## src/rtl/jump_ctrl_pkg.sv

```systemverilog
// Shared types and constants for the EX-stage jump redirect controller.
package jump_ctrl_pkg;

  typedef enum logic [1:0] {
    IDLE     = 2'd0,
    REDIRECT = 2'd1,
    FLUSH    = 2'd2,
    ERROR    = 2'd3
  } jumpState_e;

  localparam logic [4:0] LINK_REG    = 5'd31;
  localparam int         FLUSH_CNT_W = 4;

  // J/JAL target: PC+4 region bits pass through, no carry into [31:28].
  function automatic logic [31:0] jTarget(input logic [31:0] pcPlus4,
                                          input logic [25:0] instrIndex);
    return {pcPlus4[31:28], instrIndex, 2'b00};
  endfunction

endpackage

```

## src/rtl/jump_target_calc.sv

```systemverilog
// Combinational jump target selection; JR/JALR register value wins over J/JAL.
module jump_target_calc
  import jump_ctrl_pkg::*;
(
  input  logic [25:0] instrIndex,
  input  logic [31:0] pcPlus4,
  input  logic [31:0] rsValue,
  input  logic        isJr,
  output logic [31:0] target,
  output logic        misaligned
);

  // Select the target source and flag register targets that are not word aligned.
  always_comb begin
    target     = jTarget(pcPlus4, instrIndex);
    misaligned = 1'b0;
    if (isJr) begin
      target     = rsValue;
      misaligned = (rsValue[1:0] != 2'b00);
    end
  end

endmodule

```

## src/rtl/jump_redirect_ctrl.sv

```systemverilog
// Jump redirect controller: captures J/JAL/JR/JALR in EX, presents the new PC
// to fetch under valid/ready, squashes IF/ID and issues the link write.
//
// state    | meaning
// ---------+---------------------------------------------------------------
// IDLE     | waiting for a jump in EX; ex_accept high
// REDIRECT | target presented to fetch, EX stalled, IF/ID squashed
// FLUSH    | redirect consumed; IF/ID squashed for the remaining count
// ERROR    | misaligned register target; one-cycle error pulse
module jump_redirect_ctrl
  import jump_ctrl_pkg::*;
#(
  parameter int FLUSH_CYCLES = 2
) (
  input  logic        clock,
  input  logic        reset_n,
  input  logic        ex_valid,
  input  logic        ex_jump,
  input  logic        ex_jr,
  input  logic        ex_link,
  input  logic [25:0] ex_instr_index,
  input  logic [31:0] ex_pc_plus4,
  input  logic [31:0] ex_rs_value,
  output logic        ex_accept,
  output logic        stall_ex,
  output logic        flush,
  output logic        redir_valid,
  output logic [31:0] redir_target,
  input  logic        redir_ready,
  output logic        link_we,
  output logic [4:0]  link_reg,
  output logic [31:0] link_data,
  output logic        misalign_err
);

  jumpState_e             state;
  logic [FLUSH_CNT_W-1:0] flushCnt;
  logic [31:0]            calcTarget;
  logic                   calcMisaligned;
  logic                   capture;

  jump_target_calc uTargetCalc (
    .instrIndex (ex_instr_index),
    .pcPlus4    (ex_pc_plus4),
    .rsValue    (ex_rs_value),
    .isJr       (ex_jr),
    .target     (calcTarget),
    .misaligned (calcMisaligned)
  );

  assign ex_accept = (state == IDLE);
  assign capture   = ex_accept && ex_valid && (ex_jump || ex_jr);
  assign link_reg  = LINK_REG;

  // Sequencer with registered outputs; link write and error are single-cycle strobes.
  always_ff @(posedge clock or negedge reset_n) begin
    if (!reset_n) begin
      state        <= IDLE;
      flushCnt     <= '0;
      redir_valid  <= 1'b0;
      redir_target <= '0;
      flush        <= 1'b0;
      stall_ex     <= 1'b0;
      link_we      <= 1'b0;
      link_data    <= '0;
      misalign_err <= 1'b0;
    end else begin
      link_we      <= 1'b0;
      misalign_err <= 1'b0;
      case (state)
        IDLE: begin
          if (capture) begin
            redir_target <= calcTarget;
            if (calcMisaligned) begin
              state        <= ERROR;
              misalign_err <= 1'b1;
            end else begin
              state       <= REDIRECT;
              redir_valid <= 1'b1;
              flush       <= 1'b1;
              stall_ex    <= 1'b1;
              if (ex_link) begin
                link_we   <= 1'b1;
                link_data <= ex_pc_plus4;
              end
            end
          end
        end
        REDIRECT: begin
          if (redir_valid && redir_ready) begin
            redir_valid <= 1'b0;
            stall_ex    <= 1'b0;
            if (FLUSH_CYCLES == 0) begin
              state <= IDLE;
              flush <= 1'b0;
            end else begin
              state    <= FLUSH;
              flushCnt <= FLUSH_CNT_W'(FLUSH_CYCLES - 1);
            end
          end
        end
        FLUSH: begin
          if (flushCnt == '0) begin
            state <= IDLE;
            flush <= 1'b0;
          end else begin
            flushCnt <= flushCnt - FLUSH_CNT_W'(1);
          end
        end
        ERROR: begin
          state <= IDLE;
        end
        default: begin
          state <= IDLE;
        end
      endcase
    end
  end

endmodule

```

## config.mk

```make
export PLATFORM = sky130hd
export DESIGN_NAME = jump_redirect_ctrl
export DESIGN_NICKNAME = d
export VERILOG_FILES = /design/src/rtl/jump_ctrl_pkg.sv /design/src/rtl/jump_target_calc.sv /design/src/rtl/jump_redirect_ctrl.sv
export SDC_FILE = /design/constraint.sdc
export NUM_CORES = 1
export LEC_CHECK = 0
export BUFFER_PORTS_ARGS = -buffer_cell sky130_fd_sc_hd__buf_2
export CORE_ASPECT_RATIO = 1.75
export CORE_MARGIN = 4
export CORE_UTILIZATION = 51
export CTS_BUF_LIST = sky130_fd_sc_hd__clkbuf_4
export DETAILED_ROUTE_END_ITERATION = 8
export PLACE_DENSITY = 0.88
export SYNTH_ARGS = -nofsm -noshare
export SYNTH_HDL_FRONTEND = slang
export SYNTH_SLANG_ARGS = --single-unit
```

## constraint.sdc

```tcl
create_clock -name clock -period 3.1 [get_ports clock]
set_clock_uncertainty 0.2 [all_clocks]
set_input_delay 0.31 -clock clock [delete_from_list [all_inputs] [get_ports clock]]
set_output_delay 0.31 -clock clock [all_outputs]
set_load 0.03 [all_outputs]
```

==> results.tsv <==
metric	value	unit
run status	finished, final reports clean	
Clock Power Share	13.8	%
DP HPWL	5.95	mm
Final nets	612	
commonest non-fill, non-tap cell in the layout	buf_2	
Routed Antenna Nets	0	
Logic pwr share	50.2	%
register area share after synthesis	54.9	%
via count	3096	
I/O pins	172	
CTS Root Cell	clkbuf_4	
Mean Syn Cell Area	12.7	um2
DIE AREA	8030	um2
DP Cell Count	498	
largest net degree at the start of global routing	75	
Detailed Route WL	10.7	mm
Slew @ Worst Pin	903	ps
cell-internal power	2.60	mW
post-synthesis register bit count	74	
DIE WIDTH	69.5	um
worst r2r src	state[1]	
Worst Hold Path Cells	3	
reg2reg end	link_data[8]	
vias in the first global route	3363	
Die H	116	um
Clk pin slew, worst setup/hold paths	110	ps
setup TNS	0	ps
kind of critical path	input pin to flip-flop	
Non-Filler Instances	600	
Sw Share	45.1	%
# port buffers	166	
sequential share of power	36.0	%
number of hold buffers added after cts	86	
Slew Limit Fails	0	
f_max	0.419	GHz
Cells after Synth	265	
Global Route met1 Usage	28.5	%
number of fill cells in the layout	369	
total grt overflow	0	
DRT Pass-1 Iters	5	
Reg2Reg Depth	4	
post-synth cell types	34	
Avg WL per Cell	17.8	um
RSZ-0062 raised after global routing	no	
critical path endpoint category	flip-flop	
most frequent cells in the layout	buf_2 (165), dlygate4sd3_1 (86), dfrtp_1 (74)	
startpoint types	input pin	
First DRT Iteration DRCs	264	
diode count	0	
DRC violations left	0	
crit path DAT	2490	ps
Setup Buffers After CTS	0	
HP Start	ex_instr_index[22]	
GR met3 Demand/Resource	8.51	%
worst vdd ir	557	uV
Core Box Area	6490	um2
met2 usage	48.7	%
Syn-to-layout area delta	53.5	%
Tot Pwr	4.74	mW
reg2reg setup slack	960	ps
Crit path required time	3200	ps
leakage power	2.70	nW
Num Clock Sinks	74	
CTS Buffer Depth	2	
YS warnings	0	
CTS HTree Levels	3	
sw power	2.14	mW
hold endpoint	redir_target[24]	
Post-Syn Area	3370	um2
Initial Util	51.9	%
Setup Viol. Count Final	0	
GRT Overall Usage	27.4	%
Final period util	77.0	%
Final Hold Vio Count	0	
most used routing layer	met2	
Slew Limit Headroom	39.8	%
layout cell share with drive strength beyond 1	42.3	%
row count	39	
TritonCTS buffer count	9	
crit path max fanout	33	
CTS tree	yes	
Pwr Density	915	nW/um2
Hold WC Path Type	input pin to flip-flop	
RePlAce Congestion	0.840	
Clk Latency, worst-skew pair	410	ps
Vias/cell	5.16	
Max-Cap Viols	0	
initial antenna violation count	0	
min Tclk post-route	2390	ps
Post-CTS Resized	0	
first-pass GRT wire length	17.0	mm
## area by class of cell
type | count | area (um2) | area share, %
inverters | 4 | 15.0 | 0.290
well taps | 82 | 103 | 1.98
clock inverters | 6 | 81.3 | 1.57
repair buffers | 254 | 1710 | 33.0
multi-input cells | 170 | 1340 | 25.9
clock buffers | 10 | 75.1 | 1.45
flip-flops and latches | 74 | 1850 | 35.8
## metrics by stage
step / worst slack, ps / hold WS [ps] / cell area (um2) / utilization (%)
3_5_place_dp: 835 / 269 / 4160 / 64.0
3_3_place_gp: 893 / 259 / 4160 / 64.0
6_report: 713 / 34.3 / 5170 / 79.7
5_1_grt: 672 / 17.8 / 5170 / 79.7
4_1_cts: 763 / 1.98 / 5170 / 79.7
2_1_floorplan: 1300 / -186 / 3390 / -
## layer usage
metal	vias to the layer above	share of wire [%]
met2	179	54
li1	1397	-
met4	0	4.4
met5	-	0
met1	1473	35
met3	47	7.5
## registers in the layout, indices dropped and copies added (netlist names)
register      count
redir_valid       1
link_we           1
flush             1
flushCnt          4
link_data        32
redir_target     32
state             2
misalign_err      1
## worst max-delay path, stage by stage
cell           delay (ps)
dlygate4sd3_1         530
buf_2                 130
o21ai_1               350
nand2_2               150
nor2_8                570
mux2_2                410
## power groups by stage
stage	combinational (mW)	clock [mW]	sequential (mW)
6_report	2.38	0.656	1.70
5_1_grt	2.51	0.713	1.75
4_1_cts	2.34	0.676	1.68
3_5_place_dp	2.24	0	1.69
3_3_place_gp	2.19	0	1.67
2_1_floorplan	0.767	0	2.50
## worst max-delay path by stage
stage                        start      endpoint  slack [ps]  cells after the start
floorplan              flushCnt[0]   flushCnt[2]        1300                      6
global placement    ex_rs_value[1]  link_data[8]         890                      5
detailed placement  ex_rs_value[1]  link_data[8]         830                      5
CTS                 ex_rs_value[1]  link_data[8]         760                      6
global route        ex_rs_value[1]  link_data[8]         670                      6
finish              ex_rs_value[1]  link_data[8]         710                      6
## kinds of logic after synthesis
kind of cell	Yosys count	synth area share, %
adder cells (fa/ha/maj)	2	0.742
buffers and inverters	25	5.79
AO/OA/AOI/OAI	46	8.06
AND/OR/NAND/NOR	55	7.54
other	1	0.111
flip-flops	74	54.9
multiplexers	62	22.8
## synthesized netlist by cell type (all sizes together)
cell,count,share of area [%]
dfrtp,74,55
nand2,38,4.3
o21ai,36,5.3
mux2,32,14
mux2i,30,8.9
buf,18,5.0
nor2,6,1.2
inv,4,0.45
a21oi,3,0.45
clkbuf,3,0.33
nand3,3,0.45
ha,2,0.74
nor2b,2,0.37
nor3b,2,0.45
a211o,1,0.26
a32o,1,0.30
and2,1,0.19
conb,1,0.11
nand2b,1,0.19
o2111ai,1,0.78
o211a,1,0.30
o211ai,1,0.22
o22ai,1,0.19
o31ai,1,0.22
or3,1,0.19
or3b,1,0.26
Note: power is estimated with default switching activity, not from simulation.
